<file path="src/rtl/rle_pkg.sv">
// Shared types and constants for the run-length encoder.
// Optional statistics outputs are enabled with the RLE_STATS_EN macro
// (see run_length_encoder.sv).
package rle_pkg;

  localparam int RLE_LEN_W_DEF = 4;

  typedef enum logic [0:0] {
    IDLE = 1'b0,
    RUN  = 1'b1
  } rle_state_e;

  // Record as stored in the FIFO: run value in the MSB, length below it.
  typedef struct packed {
    logic                     bit_v;
    logic [RLE_LEN_W_DEF-1:0] len;
  } rle_rec_t;

endpackage

</file>
<file path="src/rtl/rle_fifo.sv">
// Single-clock record FIFO with asynchronous active-low reset.
// A push while full is accepted only if a pop happens in the same cycle;
// a pop while empty is ignored.
module rle_fifo #(
  parameter int WIDTH = 5,
  parameter int DEPTH = 4
) (
  input  logic                     clk,
  input  logic                     rst,
  input  logic                     push,
  input  logic                     pop,
  input  logic [WIDTH-1:0]         wdata,
  output logic [WIDTH-1:0]         rdata,
  output logic [$clog2(DEPTH):0]   level,
  output logic                     full,
  output logic                     empty
);
  import rle_pkg::*;

  localparam int AW    = $clog2(DEPTH);
  localparam int LVL_W = AW + 1;
  localparam logic [AW-1:0]    PTR_ONE  = AW'(1);
  localparam logic [LVL_W-1:0] LVL_ONE  = LVL_W'(1);
  localparam logic [LVL_W-1:0] LVL_FULL = LVL_W'(DEPTH);

  logic [WIDTH-1:0] mem_q [DEPTH];
  logic [WIDTH-1:0] mem_d [DEPTH];
  logic [AW-1:0]    wr_ptr_q, wr_ptr_d;
  logic [AW-1:0]    rd_ptr_q, rd_ptr_d;
  logic [LVL_W-1:0] level_q, level_d;
  logic             pop_ok_s;
  logic             push_ok_s;

  // Next-state for storage, pointers and occupancy.
  always_comb begin
    mem_d     = mem_q;
    wr_ptr_d  = wr_ptr_q;
    rd_ptr_d  = rd_ptr_q;
    level_d   = level_q;
    pop_ok_s  = pop && (level_q != '0);
    push_ok_s = push && ((level_q != LVL_FULL) || pop_ok_s);
    if (push_ok_s) begin
      mem_d[wr_ptr_q] = wdata;
      wr_ptr_d        = wr_ptr_q + PTR_ONE;
    end else begin
      wr_ptr_d = wr_ptr_q;
    end
    if (pop_ok_s) begin
      rd_ptr_d = rd_ptr_q + PTR_ONE;
    end else begin
      rd_ptr_d = rd_ptr_q;
    end
    case ({push_ok_s, pop_ok_s})
      2'b10:   level_d = level_q + LVL_ONE;
      2'b01:   level_d = level_q - LVL_ONE;
      default: level_d = level_q;
    endcase
  end

  // FIFO state registers; reset clears storage so the head reads as zero.
  always_ff @(posedge clk or negedge rst) begin
    if (!rst) begin
      for (int i = 0; i < DEPTH; i++) begin
        mem_q[i] <= '0;
      end
      wr_ptr_q <= '0;
      rd_ptr_q <= '0;
      level_q  <= '0;
    end else begin
      mem_q    <= mem_d;
      wr_ptr_q <= wr_ptr_d;
      rd_ptr_q <= rd_ptr_d;
      level_q  <= level_d;
    end
  end

  assign rdata = mem_q[rd_ptr_q];
  assign level = level_q;
  assign full  = (level_q == LVL_FULL);
  assign empty = (level_q == '0);

endmodule

</file>
<file path="src/rtl/run_length_encoder.sv">
// Run-length encoder: measures constant-value runs of a sampled serial
// stream and queues (bit, length) records behind a valid/ready handshake.
// Define RLE_STATS_EN to add the rec_count / max_len statistics outputs.
module run_length_encoder
  import rle_pkg::*;
#(
  parameter int LEN_W = RLE_LEN_W_DEF,
  parameter int DEPTH = 4
) (
  input  logic                     clk,
  input  logic                     rst,
  input  logic                     en,
  input  logic                     bit_in,
  input  logic                     edge_in,
  input  logic                     flush,
  input  logic                     rec_ready,
  output logic                     rec_valid,
  output logic                     rec_bit,
  output logic [LEN_W-1:0]         rec_len,
  output logic [$clog2(DEPTH):0]   fifo_level,
  output logic                     busy,
  output logic                     overflow
`ifdef RLE_STATS_EN
  ,
  output logic [15:0]              rec_count,
  output logic [LEN_W-1:0]         max_len
`endif
);

  localparam logic [LEN_W-1:0] LEN_MAX = {LEN_W{1'b1}};
  localparam logic [LEN_W-1:0] LEN_ONE = LEN_W'(1);

  rle_state_e        state_q, state_d;
  logic              cur_bit_q, cur_bit_d;
  logic [LEN_W-1:0]  run_cnt_q, run_cnt_d;
  logic              overflow_q, overflow_d;
  logic              push_s;
  logic [LEN_W-1:0]  push_len_s;
  logic              pop_s;
  logic              full_s;
  logic              empty_s;
  logic [LEN_W:0]    rdata_s;

  // Run tracking FSM: decides when a run closes and what record it yields.
  always_comb begin
    state_d    = state_q;
    cur_bit_d  = cur_bit_q;
    run_cnt_d  = run_cnt_q;
    push_s     = 1'b0;
    push_len_s = run_cnt_q;
    case (state_q)
      IDLE: begin
        if (flush) begin
          state_d = IDLE;
        end else if (en) begin
          state_d   = RUN;
          cur_bit_d = bit_in;
          run_cnt_d = LEN_ONE;
        end else begin
          state_d = IDLE;
        end
      end
      RUN: begin
        if (flush) begin
          push_s    = 1'b1;
          state_d   = IDLE;
          run_cnt_d = '0;
        end else if (en) begin
          if (edge_in) begin
            push_s    = 1'b1;
            cur_bit_d = bit_in;
            run_cnt_d = LEN_ONE;
          end else if (run_cnt_q == LEN_MAX) begin
            // Saturated: emit a full-length record and keep counting the same run.
            push_s    = 1'b1;
            run_cnt_d = LEN_ONE;
          end else begin
            run_cnt_d = run_cnt_q + LEN_ONE;
          end
        end else begin
          state_d = RUN;
        end
      end
      default: begin
        state_d   = IDLE;
        run_cnt_d = '0;
      end
    endcase
  end

  // A drop happens only when the FIFO is full and nothing leaves this cycle.
  always_comb begin
    overflow_d = overflow_q;
    if (push_s && full_s && !pop_s) begin
      overflow_d = 1'b1;
    end else begin
      overflow_d = overflow_q;
    end
  end

  // Encoder state registers.
  always_ff @(posedge clk or negedge rst) begin
    if (!rst) begin
      state_q    <= IDLE;
      cur_bit_q  <= 1'b0;
      run_cnt_q  <= '0;
      overflow_q <= 1'b0;
    end else begin
      state_q    <= state_d;
      cur_bit_q  <= cur_bit_d;
      run_cnt_q  <= run_cnt_d;
      overflow_q <= overflow_d;
    end
  end

  assign pop_s = rec_ready && !empty_s;

  rle_fifo #(
    .WIDTH (LEN_W + 1),
    .DEPTH (DEPTH)
  ) u_fifo (
    .clk   (clk),
    .rst   (rst),
    .push  (push_s),
    .pop   (pop_s),
    .wdata ({cur_bit_q, push_len_s}),
    .rdata (rdata_s),
    .level (fifo_level),
    .full  (full_s),
    .empty (empty_s)
  );

  assign rec_valid = !empty_s;
  assign rec_bit   = rdata_s[LEN_W];
  assign rec_len   = rdata_s[LEN_W-1:0];
  assign busy      = (state_q == RUN);
  assign overflow  = overflow_q;

`ifdef RLE_STATS_EN
  logic              push_ok_s;
  logic [15:0]       rec_count_q, rec_count_d;
  logic [LEN_W-1:0]  max_len_q, max_len_d;

  assign push_ok_s = push_s && (!full_s || pop_s);

  // Statistics: count stored records and track the longest stored length.
  always_comb begin
    rec_count_d = rec_count_q;
    max_len_d   = max_len_q;
    if (push_ok_s) begin
      rec_count_d = rec_count_q + 16'd1;
      if (push_len_s > max_len_q) begin
        max_len_d = push_len_s;
      end else begin
        max_len_d = max_len_q;
      end
    end else begin
      rec_count_d = rec_count_q;
    end
  end

  // Statistics registers.
  always_ff @(posedge clk or negedge rst) begin
    if (!rst) begin
      rec_count_q <= 16'd0;
      max_len_q   <= '0;
    end else begin
      rec_count_q <= rec_count_d;
      max_len_q   <= max_len_d;
    end
  end

  assign rec_count = rec_count_q;
  assign max_len   = max_len_q;
`endif

endmodule

</file>
<file path="config.mk">
export PLATFORM = sky130hd
export DESIGN_NAME = run_length_encoder
export DESIGN_NICKNAME = d
export VERILOG_FILES = /design/src/rtl/rle_pkg.sv /design/src/rtl/rle_fifo.sv /design/src/rtl/run_length_encoder.sv
export SDC_FILE = /design/constraint.sdc
export NUM_CORES = 1
export LEC_CHECK = 0
export CORE_MARGIN = 8
export CORE_UTILIZATION = 30
export DETAILED_ROUTE_END_ITERATION = 8
export GPL_TIMING_DRIVEN = 0
export PLACE_DENSITY = 0.57
export SLEW_MARGIN = 20
export SYNTH_ARGS = -nofsm -noshare
export SYNTH_HDL_FRONTEND = slang
export SYNTH_SLANG_ARGS = --single-unit
</file>
<file path="constraint.sdc">
create_clock -name clk -period 3.1 [get_ports clk]
set_input_delay 0.31 -clock clk [delete_from_list [all_inputs] [get_ports clk]]
set_output_delay 0.31 -clock clk [all_outputs]
set_load 0.01 [all_outputs]
</file>
**Word level (Yosys, flattened, before mapping)**

Cells that the tools add are included.

- Add/sub/neg operators: 5
- Order comparisons: 3
- Eq/ne operators: 11
- Mux-type cells: 29
- Bitwise operators: 3
- Reductions and logical operators: 14

Operators with widths:

| cell | number |
|---|---|
| 2-to-1 mux 4 bit | 6 |
| bitwise mux 20 bit | 1 |
| 2-to-1 mux 5 bit | 3 |
| 2-to-1 mux 1 bit | 13 |
| binary-select mux 5 bit (select 2 bit) | 1 |
| demux 5 bit (select 2 bit) | 1 |
| != test 2 bit, second input constant | 5 |
| one-hot mux 4 bit (2 select lines) | 1 |
| greater-or-equal comparator 3 bit, second input constant | 2 |
| logical AND 1 bit | 6 |
| != test 3 bit, second input constant | 2 |
| NOT 2 -> 3 bit | 2 |
| one-hot mux 3 bit (2 select lines) | 1 |
| AND reduction 5 bit | 1 |
| adder 2 x 1 -> 2 bit, second input constant | 2 |
| adder 4 x 1 -> 4 bit, second input constant | 1 |
| equality test 4 bit, second input constant | 1 |
| one-hot mux 1 bit (2 select lines) | 2 |
| adder 3 x 1 -> 3 bit, second input constant | 1 |
| equality test 3 bit, second input constant | 1 |
| logical NOT 3 bit | 1 |
| less-than comparator 3 x 1 -> 1 bit, second input constant | 1 |
| AND reduction 3 bit | 1 |
| nonzero test 3 bit | 1 |
| 7 further kinds | 8 |

- Register bits after elaboration: 34
- Input port bits: 7
- Word-level logic and storage cells: 76

**Depth between registers and ports, before layout**

- Depth after elaboration: 9
- Depth in mapped cells: 10
- Mapped depth without buffers: 10

**Cells and area by module**

Synthesis repeated with hierarchy kept, for this count alone.

- Cells, all modules: 140
- Area total of the unflattened synthesis: 1746.7 um^2

Modules (own cells, without submodules):

| module | instances | cells an instance | area an instance (um^2) | seq. area each (um^2) |
|---|---|---|---|---|
| rle_fifo | 1 | 104 | 1366.3 | 675.6 |
| run_length_encoder | 1 | 36 | 380.4 | 175.2 |

**Least setup slack after synthesis**

OpenSTA, ideal clock, no wires.

- Path kind: register to register
- Start: register run_cnt_q[0], in the netlist push_len_s[0]
- End: register u_fifo.level_q[2], in the netlist u_fifo.level[2]
- Arrival time: 2.445 ns
- Data required time: 3.021 ns
- Path slack: 0.576 ns
- Stages on the path, launching flop included: 11
- Path buffers: 0
- Period minus slack after synthesis: 2.524 ns
- Cells stage by stage: dfrtp_1 -> ha_1 -> a311oi_4 -> nor3_2 -> inv_1 -> ha_1 -> inv_1 -> fa_1 -> xor2_1 -> nor2_1 -> xor2_1

- Cells in the longest elaborated chain, start to end: 9
- Elaborated cells between the ends (all ways): 11
- Those cells by class: eq/ne: 3; mux: 6; reduce/logical: 2

RTL lines:

| what | RTL line | RTL |
|---|---|---|
| from (decl) | run_length_encoder.sv:35 | `logic [LEN_W-1:0] run_cnt_q, run_cnt_d;` |
| from (signal assigned) | run_length_encoder.sv:111 | `run_cnt_q <= run_cnt_d;` |
| equality test 4 bit (*) | run_length_encoder.sv:73 | `end else if (run_cnt_q == LEN_MAX) begin` |
| 2-to-1 mux 1 bit (*) | run_length_encoder.sv:73 |  |
| 2-to-1 mux 1 bit (*) | run_length_encoder.sv:69 | `if (edge_in) begin` |
| 2-to-1 mux 1 bit (*) | run_length_encoder.sv:68 | `end else if (en) begin` |
| 2-to-1 mux 1 bit (*) | run_length_encoder.sv:64 | `if (flush) begin` |
| 2-to-1 mux 1 bit (*) | run_length_encoder.sv:51 | `case (state_q)` |
| logical AND 1 bit (*) | rle_fifo.sv:41 | `push_ok_s = push && ((level_q != LVL_FULL) \|\| pop_ok_s);` |
| equality test 2 x 1 -> 1 bit or equality test 2 bit (tied branches) | rle_fifo.sv:53 | `case ({push_ok_s, pop_ok_s})` |
| one-hot mux 3 bit (2 select lines) or nonzero test 2 bit (tied branches) | -- |  |
| to (signal assigned) | rle_fifo.sv:73 | `level_q <= level_d;` |
| to (decl) | rle_fifo.sv:30 | `logic [LVL_W-1:0] level_q, level_d;` |

Every way passes the cells marked *; elsewhere a longest branch is shown, timed or not.
A chain may end at the register's enable or synchronous reset.

**Final worst setup path**

Same ends and word-level chain as after synthesis.

==> flow_summary.yaml <==
timing:
  finalHoldViolCount: 0
  grt_setup_unrepaired: "no"
  fin_crit_ps: 2830
  max-slew-margin-rel_pct: 49.1
  slew_violations: 0
  tightest_slew_ps: 763
  setup_viol: 0
  fmax_ghz: 0.353
  post-route-period-util_pct: 91.3
  fin_skew_ps: 4.53
  whs_ps: 91.9
  tns_ps: 0
  timing.final.ws_setup_ps: 270
clock_tree:
  cts.root.buffer_cell: "clkbuf_8"
  clk_latency_ps: 280
  cts_buffer_depth: 2
  postCtsResizedCells: 0
  cts_tree: "yes"
  cts.reportedPaths.clkPinSlew_ps: 70
  cts_buffers: 5
  post-cts-setup-buffers: 0
  cts_hold_buf: 0
  cts_sinks: 34
  htree_levels: 2
finish:
  drive_gt1_share_pct: 21.2
  diodes: 0
  layout.nets: 159
  area_delta_synth_final_pct: 20.4
  fillers: 563
worst_setup_path:
  startpoint_type: "flip-flop"
  cp.arrival_ps: 3040
  crit_chain: "ha_1 > a311oi_4 > nor3_2 > inv_1 > ha_1 > inv_1 > fa_1 > xor2_1 > nor2_1 > xor2_1"
  path_class: "flip-flop to flip-flop"
  crit_required_ps: 3310
  path_depth: 10
  end_kind: "flip-flop"
  path_buf_inv: 2
  path_delay_family: "adder cells"
  rrSetupSlack_ps: 270
  slowest_delay_ps: 630
  reg2reg_depth: 10
  cp_max_fo: 9
  slowest_stage: "a311oi_4"
yosys:
  yosysTopAreaCell: "dfrtp_1"
  dominantRegCellSynth: "dfrtp_1"
  synth_edf_count: 0
  ys_warn_count: 0
  ys_seq_area_share_pct: 48.5
  synth_area_sq_um: 1750
  synth.area.top_cells: "dfrtp_1 (49%), mux2_1 (13%), nor4b_4 (6.8%), mux4_2 (6.4%), ha_1 (4.3%)"
  ys_ff_latch: 34
  async_reset_ff_share_pct: 100
  yosysUniqueCellTypes: 34
  synth_nets: 136
  syn_inst: 122
  synth_top_area_share_pct: 48.5
  syn_area_per_cell_sq_um: 14.4
die:
  die_w_microns: 92.5
  core_sq_um: 5780
  row_count: 28
  die_h_microns: 92.5
  pin_count: 18
  start_util_pct: 30.3
  die_area_sq_um: 8550
grt:
  grt_antenna_before_repair: 0
  grt-ovfl-total: 0
  grt_usage_pct: 9.20
  grt_pass1_wl_mm: 6.12
  grt_max_degree: 35
  grt_pass1_vias: 1174
place:
  post-place-ws_ps: 207
  numPortBuffers: 16
  place_congestion: 0.732
  dp_hpwl_mm: 2.54
routing:
  drt-total-wl_mm: 3.50
  drt_pre_antenna_iters: 4
  drtIter0Drc: 35
  drc: 0
  wl_per_cell_microns: 15.8
  via_count: 1049
  avgViaCountPerCell: 4.75
  ant_nets: 0
run:
  drv_cap: 0
pwr:
  leakage_nw: 0.931
  ir_drop_mv: 0.350
  power.density_nw_per_um2: 801
worst_hold_path:
  hp-class: "primary input to async pin"
status:
  outcome: "completed"
-- power breakdown --
group          total [mW]  switching, mW  internal (mW)
Combinational       0.625          0.271          0.354
Clock               0.393          0.157          0.236
Sequential          0.674          0.102          0.573
-- area by class of cell --
| type | count | area (sq um) | share of cell area, % |
|---|---|---|---|
| Clock buffer | 5 | 68.8 | 3.26 |
| Timing Repair Buffer | 16 | 155 | 7.35 |
| Inverter | 10 | 37.5 | 1.78 |
| Clock inverter | 3 | 40.0 | 1.90 |
| Multi-Input combinational cell | 74 | 848 | 40.2 |
| Buffer | 4 | 17.5 | 0.829 |
| Tap cell | 75 | 93.8 | 4.44 |
| Sequential cell | 34 | 851 | 40.3 |
-- state kept, by name, indices dropped and copies added, names as in the netlist --
name	count
cur_bit_q	1
u_fifo.wr_ptr_q	2
overflow	1
u_fifo.rd_ptr_q	2
push_len_s	4
u_fifo.level	3
busy	1
u_fifo.mem_q	20
-- cells in the mapped netlist (all sizes together) (2+ instances only) --
library cell	instances
a31o	2
o21ai	3
a21oi	4
mux2	22
mux4	5
xor2	3
nor4b	5
inv	10
dfrtp	34
xnor2	3
ha	6
nand2	2
nor2	3
buf	3
nor3	2
mux2i	2
-- per-layer routing --
| layer | up-vias | global-route usage [%] | part of all wire, % |
|---|---|---|---|
| li1 | 486 | - | - |
| met1 | 528 | 11.4 | 47 |
| met2 | 29 | 14.5 | 47 |
| met3 | 6 | 3.07 | 4.5 |
| met4 | 0 | 3.62 | 1.4 |
| met5 | - | 0 | 0 |
-- path summary, 6_finish.rpt --
check | start | end
setup / recovery | push_len_s[0] | u_fifo.level[2]
min in group clk | flush | busy
setup reg to reg | push_len_s[0] | u_fifo.level[2]
max in group asynchronous | rst | push_len_s[3]
hold / removal | rst | u_fifo.mem_q[12]
hold reg to reg | overflow | overflow
-- layout by cell type (no fill, tap or decap), types with 2 or more instances in the layout --
cell	Yosys	routed
a21oi_1	4	4
a31o_2	2	2
buf_2	2	3
clkbuf_8	0	5
clkdlybuf4s50_1	0	15
clkinv_2	0	2
dfrtp_1	34	34
ha_1	6	6
inv_1	10	10
mux2_1	20	20
mux2i_1	2	2
mux4_2	5	5
nand2_1	2	2
nor2_1	3	3
nor4b_4	5	5
o21ai_0	2	2
xnor2_1	3	3
xor2_1	3	3
-- stage by stage --
step	utilization, %	cell area (sq um)	power (mW)	std cells
floorplan	-	1750	1.06	122
detailed placement	34.7	2000	1.32	213
global placement	34.7	2010	1.28	213
finish	36.5	2110	1.69	221
CTS	36.5	2110	1.72	221
global route	36.5	2110	1.81	221
-- cells by family (layout without fill, tap and decap cells) --
group / Yosys count / in the layout / share of synthesized area (%)
buffers and inverters: 14 / 38 / 3.14
and+or+nand+nor: 17 / 17 / 11.1
adders and majority gates: 7 / 7 / 5.42
AOI/OAI and AO/OA: 15 / 15 / 6.99
DFF: 34 / 34 / 48.5
xor gates and xnor gates: 6 / 6 / 3.00
muxes: 29 / 29 / 21.9
Note: power is estimated with default switching activity, not from simulation.
